--- src/rtl/arith_pkg.sv ---
// Shared constants for the add/subtract datapath stage.
package arith_pkg;

    // Operand/result width used throughout the datapath.
    localparam int WIDTH = 32;

    // Bits per carry-lookahead group.
    localparam int CLA_GROUP = 4;

    // Function select encodings.
    localparam logic FS_ADD = 1'b0;
    localparam logic FS_SUB = 1'b1;

    // Signedness encodings.
    localparam logic SF_UNSIGNED = 1'b0;
    localparam logic SF_SIGNED   = 1'b1;

endpackage

--- src/rtl/arith_unit_32_cla_adder.sv ---
// Two-level carry-lookahead adder: 4-bit groups with their own generate and
// propagate, and a flattened lookahead network producing every group carry
// directly from the group terms and the carry-in.
module cla_adder
    import arith_pkg::*;
#(
    parameter int WIDTH = arith_pkg::WIDTH
) (
    input  logic [WIDTH-1:0] a,
    input  logic [WIDTH-1:0] b,
    input  logic             cin,
    output logic [WIDTH-1:0] sum,
    output logic             cout
);

    localparam int NGROUPS = WIDTH / CLA_GROUP;

    logic [WIDTH-1:0]   bit_g;
    logic [WIDTH-1:0]   bit_p;
    logic [NGROUPS-1:0] grp_g;
    logic [NGROUPS-1:0] grp_p;
    logic [NGROUPS:0]   grp_c;

    assign bit_g = a & b;
    assign bit_p = a ^ b;

    genvar gi;
    generate
        for (gi = 0; gi < NGROUPS; gi++) begin : g_group
            localparam int L = gi * CLA_GROUP;
            logic [3:0] g;
            logic [3:0] p;
            logic [3:0] c;

            assign g = bit_g[L+3:L];
            assign p = bit_p[L+3:L];

            // Group generate/propagate feeding the second-level lookahead.
            assign grp_g[gi] = g[3] | (p[3] & g[2]) | (p[3] & p[2] & g[1])
                             | (p[3] & p[2] & p[1] & g[0]);
            assign grp_p[gi] = &p;

            // Bit carries inside the group, each expanded from the group carry-in.
            assign c[0] = grp_c[gi];
            assign c[1] = g[0] | (p[0] & grp_c[gi]);
            assign c[2] = g[1] | (p[1] & g[0]) | (p[1] & p[0] & grp_c[gi]);
            assign c[3] = g[2] | (p[2] & g[1]) | (p[2] & p[1] & g[0])
                        | (p[2] & p[1] & p[0] & grp_c[gi]);

            assign sum[L+3:L] = p ^ c;
        end
    endgenerate

    // Second-level lookahead: each group carry is a sum of products of group
    // generates/propagates and cin, so no carry ripples between groups.
    always_comb begin
        logic acc;
        logic prod;
        grp_c    = '0;
        grp_c[0] = cin;
        for (int j = 1; j <= NGROUPS; j++) begin
            acc = cin;
            for (int m = 0; m < j; m++) begin
                acc = acc & grp_p[m];
            end
            for (int k = 0; k < j; k++) begin
                prod = grp_g[k];
                for (int m = k + 1; m < j; m++) begin
                    prod = prod & grp_p[m];
                end
                acc = acc | prod;
            end
            grp_c[j] = acc;
        end
    end

    assign cout = grp_c[NGROUPS];

endmodule

--- src/rtl/arith_unit_32.sv ---
// Registered 32-bit add/subtract stage with a signed/unsigned overflow flag.
module arith_unit_32
    import arith_pkg::*;
#(
    parameter int WIDTH = arith_pkg::WIDTH
) (
    input  logic             clk,
    input  logic             rst_n,
    input  logic [WIDTH-1:0] A,
    input  logic [WIDTH-1:0] B,
    input  logic             FS,
    input  logic             SF,
    output logic [WIDTH-1:0] out,
    output logic             OF
);

    logic [WIDTH-1:0] b_eff;
    logic [WIDTH-1:0] sum_next;
    logic             carry;
    logic             of_next;
    logic [WIDTH-1:0] out_reg;
    logic             of_reg;

    // Subtract is A + ~B + 1: invert B here and feed FS in as carry-in.
    assign b_eff = (FS == FS_SUB) ? ~B : B;

    cla_adder #(
        .WIDTH (WIDTH)
    ) u_cla (
        .a    (A),
        .b    (b_eff),
        .cin  (FS),
        .sum  (sum_next),
        .cout (carry)
    );

    // Overflow: carry/borrow for unsigned, sign-rule for two's complement.
    always_comb begin
        logic a_msb;
        logic b_msb;
        logic s_msb;
        logic of_unsigned;
        logic of_signed;
        a_msb       = A[WIDTH-1];
        b_msb       = B[WIDTH-1];
        s_msb       = sum_next[WIDTH-1];
        of_unsigned = (FS == FS_SUB) ? ~carry : carry;
        if (FS == FS_SUB) begin
            of_signed = (a_msb != b_msb) && (s_msb != a_msb);
        end else begin
            of_signed = (a_msb == b_msb) && (s_msb != a_msb);
        end
        of_next = (SF == SF_SIGNED) ? of_signed : of_unsigned;
    end

    // Output registers; reset wins over the incoming sample.
    always_ff @(posedge clk) begin
        if (!rst_n) begin
            out_reg <= '0;
            of_reg  <= 1'b0;
        end else begin
            out_reg <= sum_next;
            of_reg  <= of_next;
        end
    end

    assign out = out_reg;
    assign OF  = of_reg;

endmodule

--- config.mk ---
export PLATFORM = sky130hd
export DESIGN_NAME = arith_unit_32
export DESIGN_NICKNAME = d
export VERILOG_FILES = /design/src/rtl/arith_pkg.sv /design/src/rtl/arith_unit_32_cla_adder.sv /design/src/rtl/arith_unit_32.sv
export SDC_FILE = /design/constraint.sdc
export NUM_CORES = 1
export LEC_CHECK = 0
export CORE_ASPECT_RATIO = 1.5
export CORE_MARGIN = 4
export CORE_UTILIZATION = 48
export DETAILED_ROUTE_END_ITERATION = 6
export PLACE_DENSITY = 0.84
export SKIP_LAST_GASP = 1
export SYNTH_ARGS = -nofsm -noshare
export SYNTH_HDL_FRONTEND = slang
export SYNTH_SLANG_ARGS = --single-unit
--- constraint.sdc ---
create_clock -name clk -period 6.9 [get_ports clk]
set_input_delay 2.07 -clock clk [delete_from_list [all_inputs] [get_ports clk]]
set_output_delay 2.07 -clock clk [all_outputs]
set_load 0.02 [all_outputs]
==> results.toml <==
[layout]
area_growth_pct = 43.9
stdcell_count = 465
nNetsFinal = 503
register_area_sq_um = 661
final_cell_mix = "99 x clkdlybuf4s50_1, 48 x xor2_1, 33 x dfxtp_1"
drive_gt1_share_pct = 3.78
multi_input_area_sq_um = 1820
largest_reg_flops = 32
fillers = 418
num_antenna_cells = 0
layout_commonest_cell = "clkdlybuf4s50_1"

[floorplan]
initial_utilization_pct = 50.0
die_area_sq_um = 6690
core_area_sq_um = 5200
ios = 101
die_x_microns = 68.1
die_y_microns = 98.2
row_count = 32

[setup_path]
cp.arrival_ps = 5250
cpPeakStageDelay_ps = 650
startpoint_type = "primary input"
worstSetupEndpointType = "register"
path_cells = "buf_2 > xor2_1 > ha_1 > and2_1 > a221o_1 > nor2_1 > nand4_2 > nand3_1 > nand2_1 > a21oi_1 > nor2b_1 > nor2_1 > fa_1 > nor2_1"
crit_required_ps = 7100
worstPathMaxFanout = 32
worstSetupPathType = "in -> reg"
crit_slowest_cell = "buf_2"
critical_path_buf_inv_count = 1
critical_path.top_delay_family = "simple AND/OR/NAND/NOR gates"
cpMostUsedCell = "nor2_1"

[hold_path]
hold_path_class = "in -> reg"

[placed_design]
place.gp.congestion = 0.789
dp_cells = 457
numPortBuffers = 100
dp_hpwl_microns = 5390

[sta]
fin_crit_ps = 5050
fmax_mhz = 198
setup_viol = 0
rsz0062_at_grt = "false"
hold_viol = 0
final_max_slew_viol_count = 0
slew_headroom_pct = 38.0
period_share_pct = 73.1
worstMarginPinSlew_ps = 929
fin_tns_setup_ps = 0

[clocking]
htreeDepth = 2
cts.sinks = 33
cts_tree = "done"
cts_setup_buffers = 0
clockBufferDepth = 2
cts-hold-fix-buffers = 0
cts_root_buf = "clkbuf_8"
numCtsBuffers = 5
ctsResizeCount = 0
clk_pin_slew_ps = 70

[route]
drt-total-wl_microns = 6590
drtAntennaViolNets = 0
via_per_inst = 5.15
wl_per_cell_microns = 14.2
firstDrtPassIters = 4
drc = 0
drt_iter0_drc = 92
num_vias = 2396

[pwr]
leakage_nw = 1.70
ir_worst_vdd_uv = 131
power.density_nw_per_um2 = 205

[yosys]
synthesis.area_sq_um = 2600
synth_seq_area_share_pct = 25.4
ys_ff_latch = 33
netlist_instances = 295
ys.flop_type = "dfxtp_1"
syn_nets = 402
synth.avg_cell_area_sq_um = 8.83
ys_warn_count = 0
synth.distinct_cells = 46
synth_edf_count = 0
synthArstFlopShare_pct = 0

[run]
drv_cap = 0

[grt]
grt_remaining_overflow = 0
antenna_found_initial = 0
grt_pass1_vias = 2492
grt_first_pass_wirelength_microns = 10700
grt_max_degree = 33
grt_util_all_layers_pct = 20.5

[run_status]
status = "complete, no violations"
worst paths after layout:
kind              startpoint  endpoint  slack [ps]  cells after the start
hold / removal            SF        OF        2400                      2
setup / recovery          FS   out[28]        1850                     14
layout make-up:
class / instances / area share [%]
Timing Repair Buffer: 101 / 26.8
Tap cell: 68 / 2.27
Inverter: 25 / 2.51
Sequential cell: 33 / 17.6
Clock buffer: 8 / 2.14
Multi-Input combinational cell: 230 / 48.7
metal layers:
metal  part of all wire, %  vias to the layer above  global-route usage (%)
met5                     0                        -                       0
met4                   2.4                        0                    7.20
met3                   4.9                       10                    3.11
met2                    58                       62                    41.1
met1                    34                     1119                    19.6
li1                      -                     1205                       -
cell families (layout without fill, tap and decap cells):
kind of cell | after synthesis | after routing | synth area share, %
multiplexers | 4 | 4 | 1.59
AND/OR/NAND/NOR | 76 | 76 | 15.2
XOR/XNOR | 52 | 52 | 17.5
buffers and inverters | 32 | 134 | 4.61
flip-flops | 33 | 33 | 25.4
adder cells (fa/ha/maj) | 39 | 39 | 20.8
AO/OA/AOI/OAI | 59 | 59 | 15.0
synthesized netlist by cell type, types with 2 or more instances:
cell       count  area share (%)
ha_1          32              15
nor2_1        32             4.6
fa_1           7             5.4
and3_1         6             1.4
nand2_1        8             1.2
nand4_1        3            0.72
clkbuf_1       3            0.43
a311oi_1       2            0.67
and4_1         2            0.67
dfxtp_1       33              25
inv_1         25             3.6
nor3_1         2            0.38
a31oi_1        2            0.48
a2111oi_0      2            0.67
a21oi_1       20             3.8
o21ai_0        5            0.96
o21ai_2        2            0.67
o21bai_1       6             1.7
a21o_1        11             3.2
xor2_1        48              16
and2_1         4            0.96
mux2i_1        3             1.2
xnor2_1        4             1.3
nand2b_1       2            0.48
nor2b_1        4            0.96
buf_1          4            0.58
nand3_1        4            0.77
through the flow:
stage	instance area, sq um	total power [mW]	hold slack (ps)	worst slack (ps)	util [%]
4_1_cts	3750	0.771	2400	1850	72.0
6_report	3750	0.766	2400	1850	72.0
3_5_place_dp	3670	0.628	2710	1560	70.4
5_1_grt	3750	0.818	2440	1570	72.0
3_3_place_gp	3670	0.618	2700	1680	70.4
2_1_floorplan	2600	0.474	2190	1780	-
power breakdown:
part           leakage (nW)  internal (mW)  switching (mW)  total, mW
sequential            0.275          0.227         0.00983      0.237
clock                0.0395         0.0717          0.0699      0.142
combinational          1.38          0.191           0.197      0.388
total                  1.70          0.490           0.276      0.766
Note: power is estimated with default switching activity, not from simulation.
